## config.mk

```make
export PLATFORM = sky130hd
export DESIGN_NAME = topk_stream_sorter
export DESIGN_NICKNAME = d
export VERILOG_FILES = /design/src/rtl/topk_stream_sorter.sv
export SDC_FILE = /design/constraint.sdc
export NUM_CORES = 1
export LEC_CHECK = 0
export ABC_AREA = 1
export CAP_MARGIN = 20
export CORE_ASPECT_RATIO = 1.1
export CORE_MARGIN = 3
export CORE_UTILIZATION = 40
export CTS_CLUSTER_DIAMETER = 150
export CTS_CLUSTER_SIZE = 20
export DETAILED_ROUTE_END_ITERATION = 8
export HOLD_SLACK_MARGIN = 0.03
export SLEW_MARGIN = 30
export SYNTH_ARGS = -nofsm -noshare
export SYNTH_HDL_FRONTEND = slang
export SYNTH_SLANG_ARGS = --single-unit
```

## constraint.sdc

```tcl
create_clock -name clk -period 21.1 [get_ports clk]
set_input_delay 3.165 -clock clk [delete_from_list [all_inputs] [get_ports clk]]
set_output_delay 3.165 -clock clk [all_outputs]
set_load 0.1 [all_outputs]
```

## src/rtl/topk_stream_sorter.sv

```systemverilog
// topk_stream_sorter: collects a frame of N unsigned scores (ID = arrival
// index) and keeps the K best in a sorted table with single-cycle parallel
// insertion. The ranked result is published with a one-cycle done pulse.
// Optional build macro: TOPK_MIN_MODE_EN keeps the K smallest scores instead
// of the K largest.
module topk_stream_sorter #(
    parameter int N     = 64,
    parameter int WIDTH = 16,
    parameter int IDW   = 6,
    parameter int K     = 10
) (
    input  logic                 clk,
    input  logic                 reset,
    input  logic                 start,
    input  logic                 in_valid,
    output logic                 in_ready,
    input  logic [WIDTH-1:0]     in_score,
    output logic [K*WIDTH-1:0]   topk_vals,
    output logic [K*IDW-1:0]     topk_ids,
    output logic                 busy,
    output logic                 done
);

    localparam logic [IDW-1:0] LAST_ID = IDW'(N - 1);

    // Parameter sanity checks at elaboration time.
    generate
        if (N < K) begin : g_bad_n
            $error("topk_stream_sorter: N must be >= K");
        end
        if ((2 ** IDW) < N) begin : g_bad_idw
            $error("topk_stream_sorter: 2**IDW must be >= N");
        end
        if ((K < 1) || (K > 32)) begin : g_bad_k
            $error("topk_stream_sorter: K must be in 1..32");
        end
    endgenerate

    typedef enum logic [1:0] {
        IDLE    = 2'd0,
        COLLECT = 2'd1,
        DONE    = 2'd2
    } state_t;

    state_t state_reg, state_next;

    logic             clear_tbl;
    logic             accept;
    logic             last_accept;

    logic [IDW-1:0]   id_reg;

    logic [WIDTH-1:0] tbl_val_reg [K];
    logic [IDW-1:0]   tbl_id_reg  [K];
    logic [K-1:0]     tbl_vld_reg;

    logic [WIDTH-1:0] ins_val [K];
    logic [IDW-1:0]   ins_id  [K];
    logic [K-1:0]     ins_vld;
    logic [K-1:0]     better;

    logic [WIDTH-1:0] out_val_reg [K];
    logic [IDW-1:0]   out_id_reg  [K];

    // State register.
    always_ff @(posedge clk or posedge reset) begin
        if (reset) begin
            state_reg <= IDLE;
        end else begin
            state_reg <= state_next;
        end
    end

    // Next-state and handshake decode; start always wins over a score.
    always_comb begin
        state_next  = state_reg;
        in_ready    = 1'b0;
        busy        = 1'b0;
        done        = 1'b0;
        clear_tbl   = 1'b0;
        accept      = 1'b0;
        last_accept = 1'b0;
        case (state_reg)
            IDLE: begin
                if (start) begin
                    state_next = COLLECT;
                    clear_tbl  = 1'b1;
                end
            end
            COLLECT: begin
                in_ready = 1'b1;
                busy     = 1'b1;
                if (start) begin
                    clear_tbl = 1'b1;
                end else if (in_valid) begin
                    accept = 1'b1;
                    if (id_reg == LAST_ID) begin
                        last_accept = 1'b1;
                        state_next  = DONE;
                    end
                end
            end
            DONE: begin
                done = 1'b1;
                if (start) begin
                    state_next = COLLECT;
                    clear_tbl  = 1'b1;
                end else begin
                    state_next = IDLE;
                end
            end
            default: state_next = IDLE;
        endcase
    end

    // Per-slot insertion network. better[] is a prefix mask because the table
    // is sorted with valid entries first; an equal score loses to the resident
    // entry so earlier IDs win ties.
    generate
        for (genvar gi = 0; gi < K; gi++) begin : g_slot
`ifdef TOPK_MIN_MODE_EN
            assign better[gi] = tbl_vld_reg[gi] && (tbl_val_reg[gi] <= in_score);
`else
            assign better[gi] = tbl_vld_reg[gi] && (tbl_val_reg[gi] >= in_score);
`endif
            if (gi == 0) begin : g_head
                // Slot insertion for the top rank: keep or take the new score.
                always_comb begin
                    ins_val[gi] = tbl_val_reg[gi];
                    ins_id[gi]  = tbl_id_reg[gi];
                    ins_vld[gi] = tbl_vld_reg[gi];
                    if (!better[gi]) begin
                        ins_val[gi] = in_score;
                        ins_id[gi]  = id_reg;
                        ins_vld[gi] = 1'b1;
                    end
                end
            end else begin : g_body
                // Keep, take the new score, or shift down from the slot above.
                always_comb begin
                    ins_val[gi] = tbl_val_reg[gi];
                    ins_id[gi]  = tbl_id_reg[gi];
                    ins_vld[gi] = tbl_vld_reg[gi];
                    if (!better[gi]) begin
                        if (better[gi-1]) begin
                            ins_val[gi] = in_score;
                            ins_id[gi]  = id_reg;
                            ins_vld[gi] = 1'b1;
                        end else begin
                            ins_val[gi] = tbl_val_reg[gi-1];
                            ins_id[gi]  = tbl_id_reg[gi-1];
                            ins_vld[gi] = tbl_vld_reg[gi-1];
                        end
                    end
                end
            end
            assign topk_vals[(K-1-gi)*WIDTH +: WIDTH] = out_val_reg[gi];
            assign topk_ids[(K-1-gi)*IDW +: IDW]      = out_id_reg[gi];
        end
    endgenerate

    // Working table and ID counter; the counter stops on the last accept so
    // it never wraps inside a frame.
    always_ff @(posedge clk or posedge reset) begin
        if (reset) begin
            id_reg      <= '0;
            tbl_vld_reg <= '0;
            for (int i = 0; i < K; i++) begin
                tbl_val_reg[i] <= '0;
                tbl_id_reg[i]  <= '0;
            end
        end else if (clear_tbl) begin
            id_reg      <= '0;
            tbl_vld_reg <= '0;
        end else if (accept) begin
            if (!last_accept) begin
                id_reg <= id_reg + 1'b1;
            end
            tbl_vld_reg <= ins_vld;
            for (int i = 0; i < K; i++) begin
                tbl_val_reg[i] <= ins_val[i];
                tbl_id_reg[i]  <= ins_id[i];
            end
        end
    end

    // Published result: captured with the final insertion so it is visible in
    // the same cycle done is high, then held until the next completed frame.
    always_ff @(posedge clk or posedge reset) begin
        if (reset) begin
            for (int i = 0; i < K; i++) begin
                out_val_reg[i] <= '0;
                out_id_reg[i]  <= '0;
            end
        end else if (last_accept) begin
            for (int i = 0; i < K; i++) begin
                out_val_reg[i] <= ins_val[i];
                out_id_reg[i]  <= ins_id[i];
            end
        end
    end

endmodule

```

==> results.ini <==
[clock_tree]
clk_latency_ps = 600
cts_root_buf = clkbuf_16
clk_pin_slew_worst_paths_ps = 90
cts_tree = built
cts_sinks = 458
numCtsBuffers = 26
cts_buffer_depth = 3
postCtsSetupRepairBufs = 0
htreeDepth = 1
cts-resized-gates = 0
cts.hold.buffers_added = 0

[yosys]
synthCells = 3679
yosys-top-cells-area = dfrtp_1 41%, nand3_1 15%, nand2_1 10%, ha_1 7.2%, inv_1 6.1%
syn_area_per_cell_um2 = 7.61
yosysWarnings = 0
synth_adder_area_share_pct = 7.20
synth.yosys.seq_area_share_pct = 41.0
synth_compound_area_share_pct = 11.9
mappedNetlistArea_mm2 = 0.0280
syn-num-nets = 3860
synth_area_leader_cell = dfrtp_1
synthDistinctLibCells = 35
synthXorXnorAreaFrac_pct = 0.0313
synth_top_area_share_pct = 41.0
yosys.area_share.simple_pct = 29.9
synthMuxAreaShare_pct = 0
ys_seq_elements = 458
synth_top_family_by_area = simple AND/OR/NAND/NOR gates

[outcome]
status = completed

[floorplanning]
die_w_um = 258
coreArea_mm2 = 0.0691
die_area_mm2 = 0.0732
rows = 101
start_util_pct = 40.5
die_height_um = 283
ios = 243

[finish]
multiInputGateArea_mm2 = 0.0137
syn2layout_area_growth_pct = 13.2
drive_gt1_share_pct = 8.08
seq_area_mm2 = 0.0115
fill_cells = 7039
nets = 3956
final_common_cell = nand3_1
post-route-util_pct = 45.8
layout_common_cells = 817 x nand3_1, 743 x nand2_1, 458 x dfrtp_1

[worst_setup_path]
timing.rr.start = tbl_val_reg[29]
cp.required_ps = 21610
cpMaxStageDelayCell = nand2_2
path_buf_inv = 3
crit_path_frequent_cell = nand2_1
cp.arrival_ps = 8350
startpoint_type = primary input
path_cells = clkdlybuf4s50_1, inv_2, ha_1, nand2_1, nand2_1, nand3_1, nand2_1, a21oi_1, nand2_2, nand2_2, nand2_1, inv_1, nand3_1, o21ai_0
crit_start = in_score[9]
path_max_fanout = 45
endpoint_kind = flop
path_class = in -> reg
cp_slowest_stage_delay_ps = 950
path_delay_family = simple AND/OR/NAND/NOR gates

[sta]
post-route-period-util_pct = 37.2
fin_crit_ps = 7840
rsz0062_at_grt = false
hold_viol = 0
max_slew_margin_pct = 24.8
max_slew.worst_pin.slew_ps = 1130
setup-tns-final_ps = 0
fmax_ghz = 0.128
slew_viol_final = 0
finalSetupViolCount = 0
skew_ps = 15.9

[detailed_routing]
drt_pre_antenna_iters = 6
num_vias = 25512
drc_errors = 0
via_per_inst = 5.42
wl_um = 95900
wl_per_cell_um = 20.4
drtIter0Drc = 2322
ant_nets = 0

[global_routing]
grt_overflow = 0
grt_start_max_net_pins = 208
grt_usage_pct = 25.8
antenna_found_initial = 0
grt_pass1_vias = 24198
grt_pass1_wl_um = 149000

[min_path]
holdCritStartpoint = topk_vals[7]
hold_path_class = reg -> reg

[power]
power.density_mw_per_mm2 = 81.9
total_power_w = 0.00259
vdd_drop_max_mv = 0.0621
power.leakage_nw = 17.3

[placement]
hpwl_um = 63600
numPortBuffers = 242
routabilityCongestion = 0.863

[run]
maxCapViolCount = 0

-- area by class of cell --
cell class	count	share of cell area (%)
sequential	458	36.2
clock buffer	28	2.18
multi-input combinational	2526	43.3
tap	927	3.66
inverter	478	5.71
timing repair buffer	285	8.95
antenna	1	0.00790
-- where the power goes --
part	internal [W]	switching, W
registers	0.00101	0.000131
logic	0.000266	0.000642
clock network	0.000231	0.000316
-- cell families (layout without fill, tap and decap cells) --
| group | count (synthesis) | count (layout) |
|---|---|---|
| AO/OA/AOI/OAI | 550 | 550 |
| XOR/XNOR | 1 | 1 |
| adder cells (fa/ha/maj) | 161 | 161 |
| buffers and inverters | 695 | 791 |
| flip-flops | 458 | 458 |
| other | 0 | 1 |
| AND/OR/NAND/NOR | 1814 | 1814 |
-- synth_stat cells --
cell type and instances:
buf_4 3, a211oi_1 1, nor2_1 44, o211a_1 1
a21boi_1 170, buf_2 110, a21oi_4 7, o21ai_0 244
inv_1 454, a21oi_1 77, clkbuf_1 87, dfrtp_1 458
a31o_2 1, nand2_2 16, nor3_1 2, a21boi_0 6
ha_1 161, nor3_2 1, buf_1 6, xor2_1 1
or2_2 176, and2_1 8, buf_6 5, a21oi_2 1
nand3_1 817, o22ai_1 1, clkinv_1 4, nand4_1 3
nand2_1 745, a21o_1 10, nor2_4 2, o21ai_1 23
inv_2 20, clkbuf_2 6, o21bai_1 8
-- per-stage QoR --
stage                     instances  hold WS (ps)  cell area [um^2]  setup WS (ps)
after CTS                      4701           489             31700          13380
after global routing           4702           499             31700          12860
after global placement         4665           466             30800          12810
after floorplan                3679           469             28000           5170
final                          4703           483             31700          13260
after detailed placement       4673           466             31000          12750
-- tightest hold or removal path, cell delays in order, from the launching register on --
cell	delay, ps
dfrtp_1	350
nand2_1	50
nand2_1	60
-- metal layers --
metal  wire [um]  vias up  GRT usage [%]
met5           0        -              0
met4        3150        0           7.78
met3        5930      126           2.96
met2       43700      887           41.2
met1       43100    12313           36.7
li1            -    12186              -
-- path summary, 6_finish.rpt --
check,endpoint,slack [ps],cells after the start
worst min register to register,topk_vals[7],480,2
worst min-delay path,topk_vals[7],480,2
worst max register to register,tbl_val_reg[16],16320,10
max in group asynchronous,topk_ids[7],15470,5
min in group asynchronous,topk_vals[126],3030,2
worst max-delay path,tbl_val_reg[16],13260,14
(Power assumes the default switching activity.)
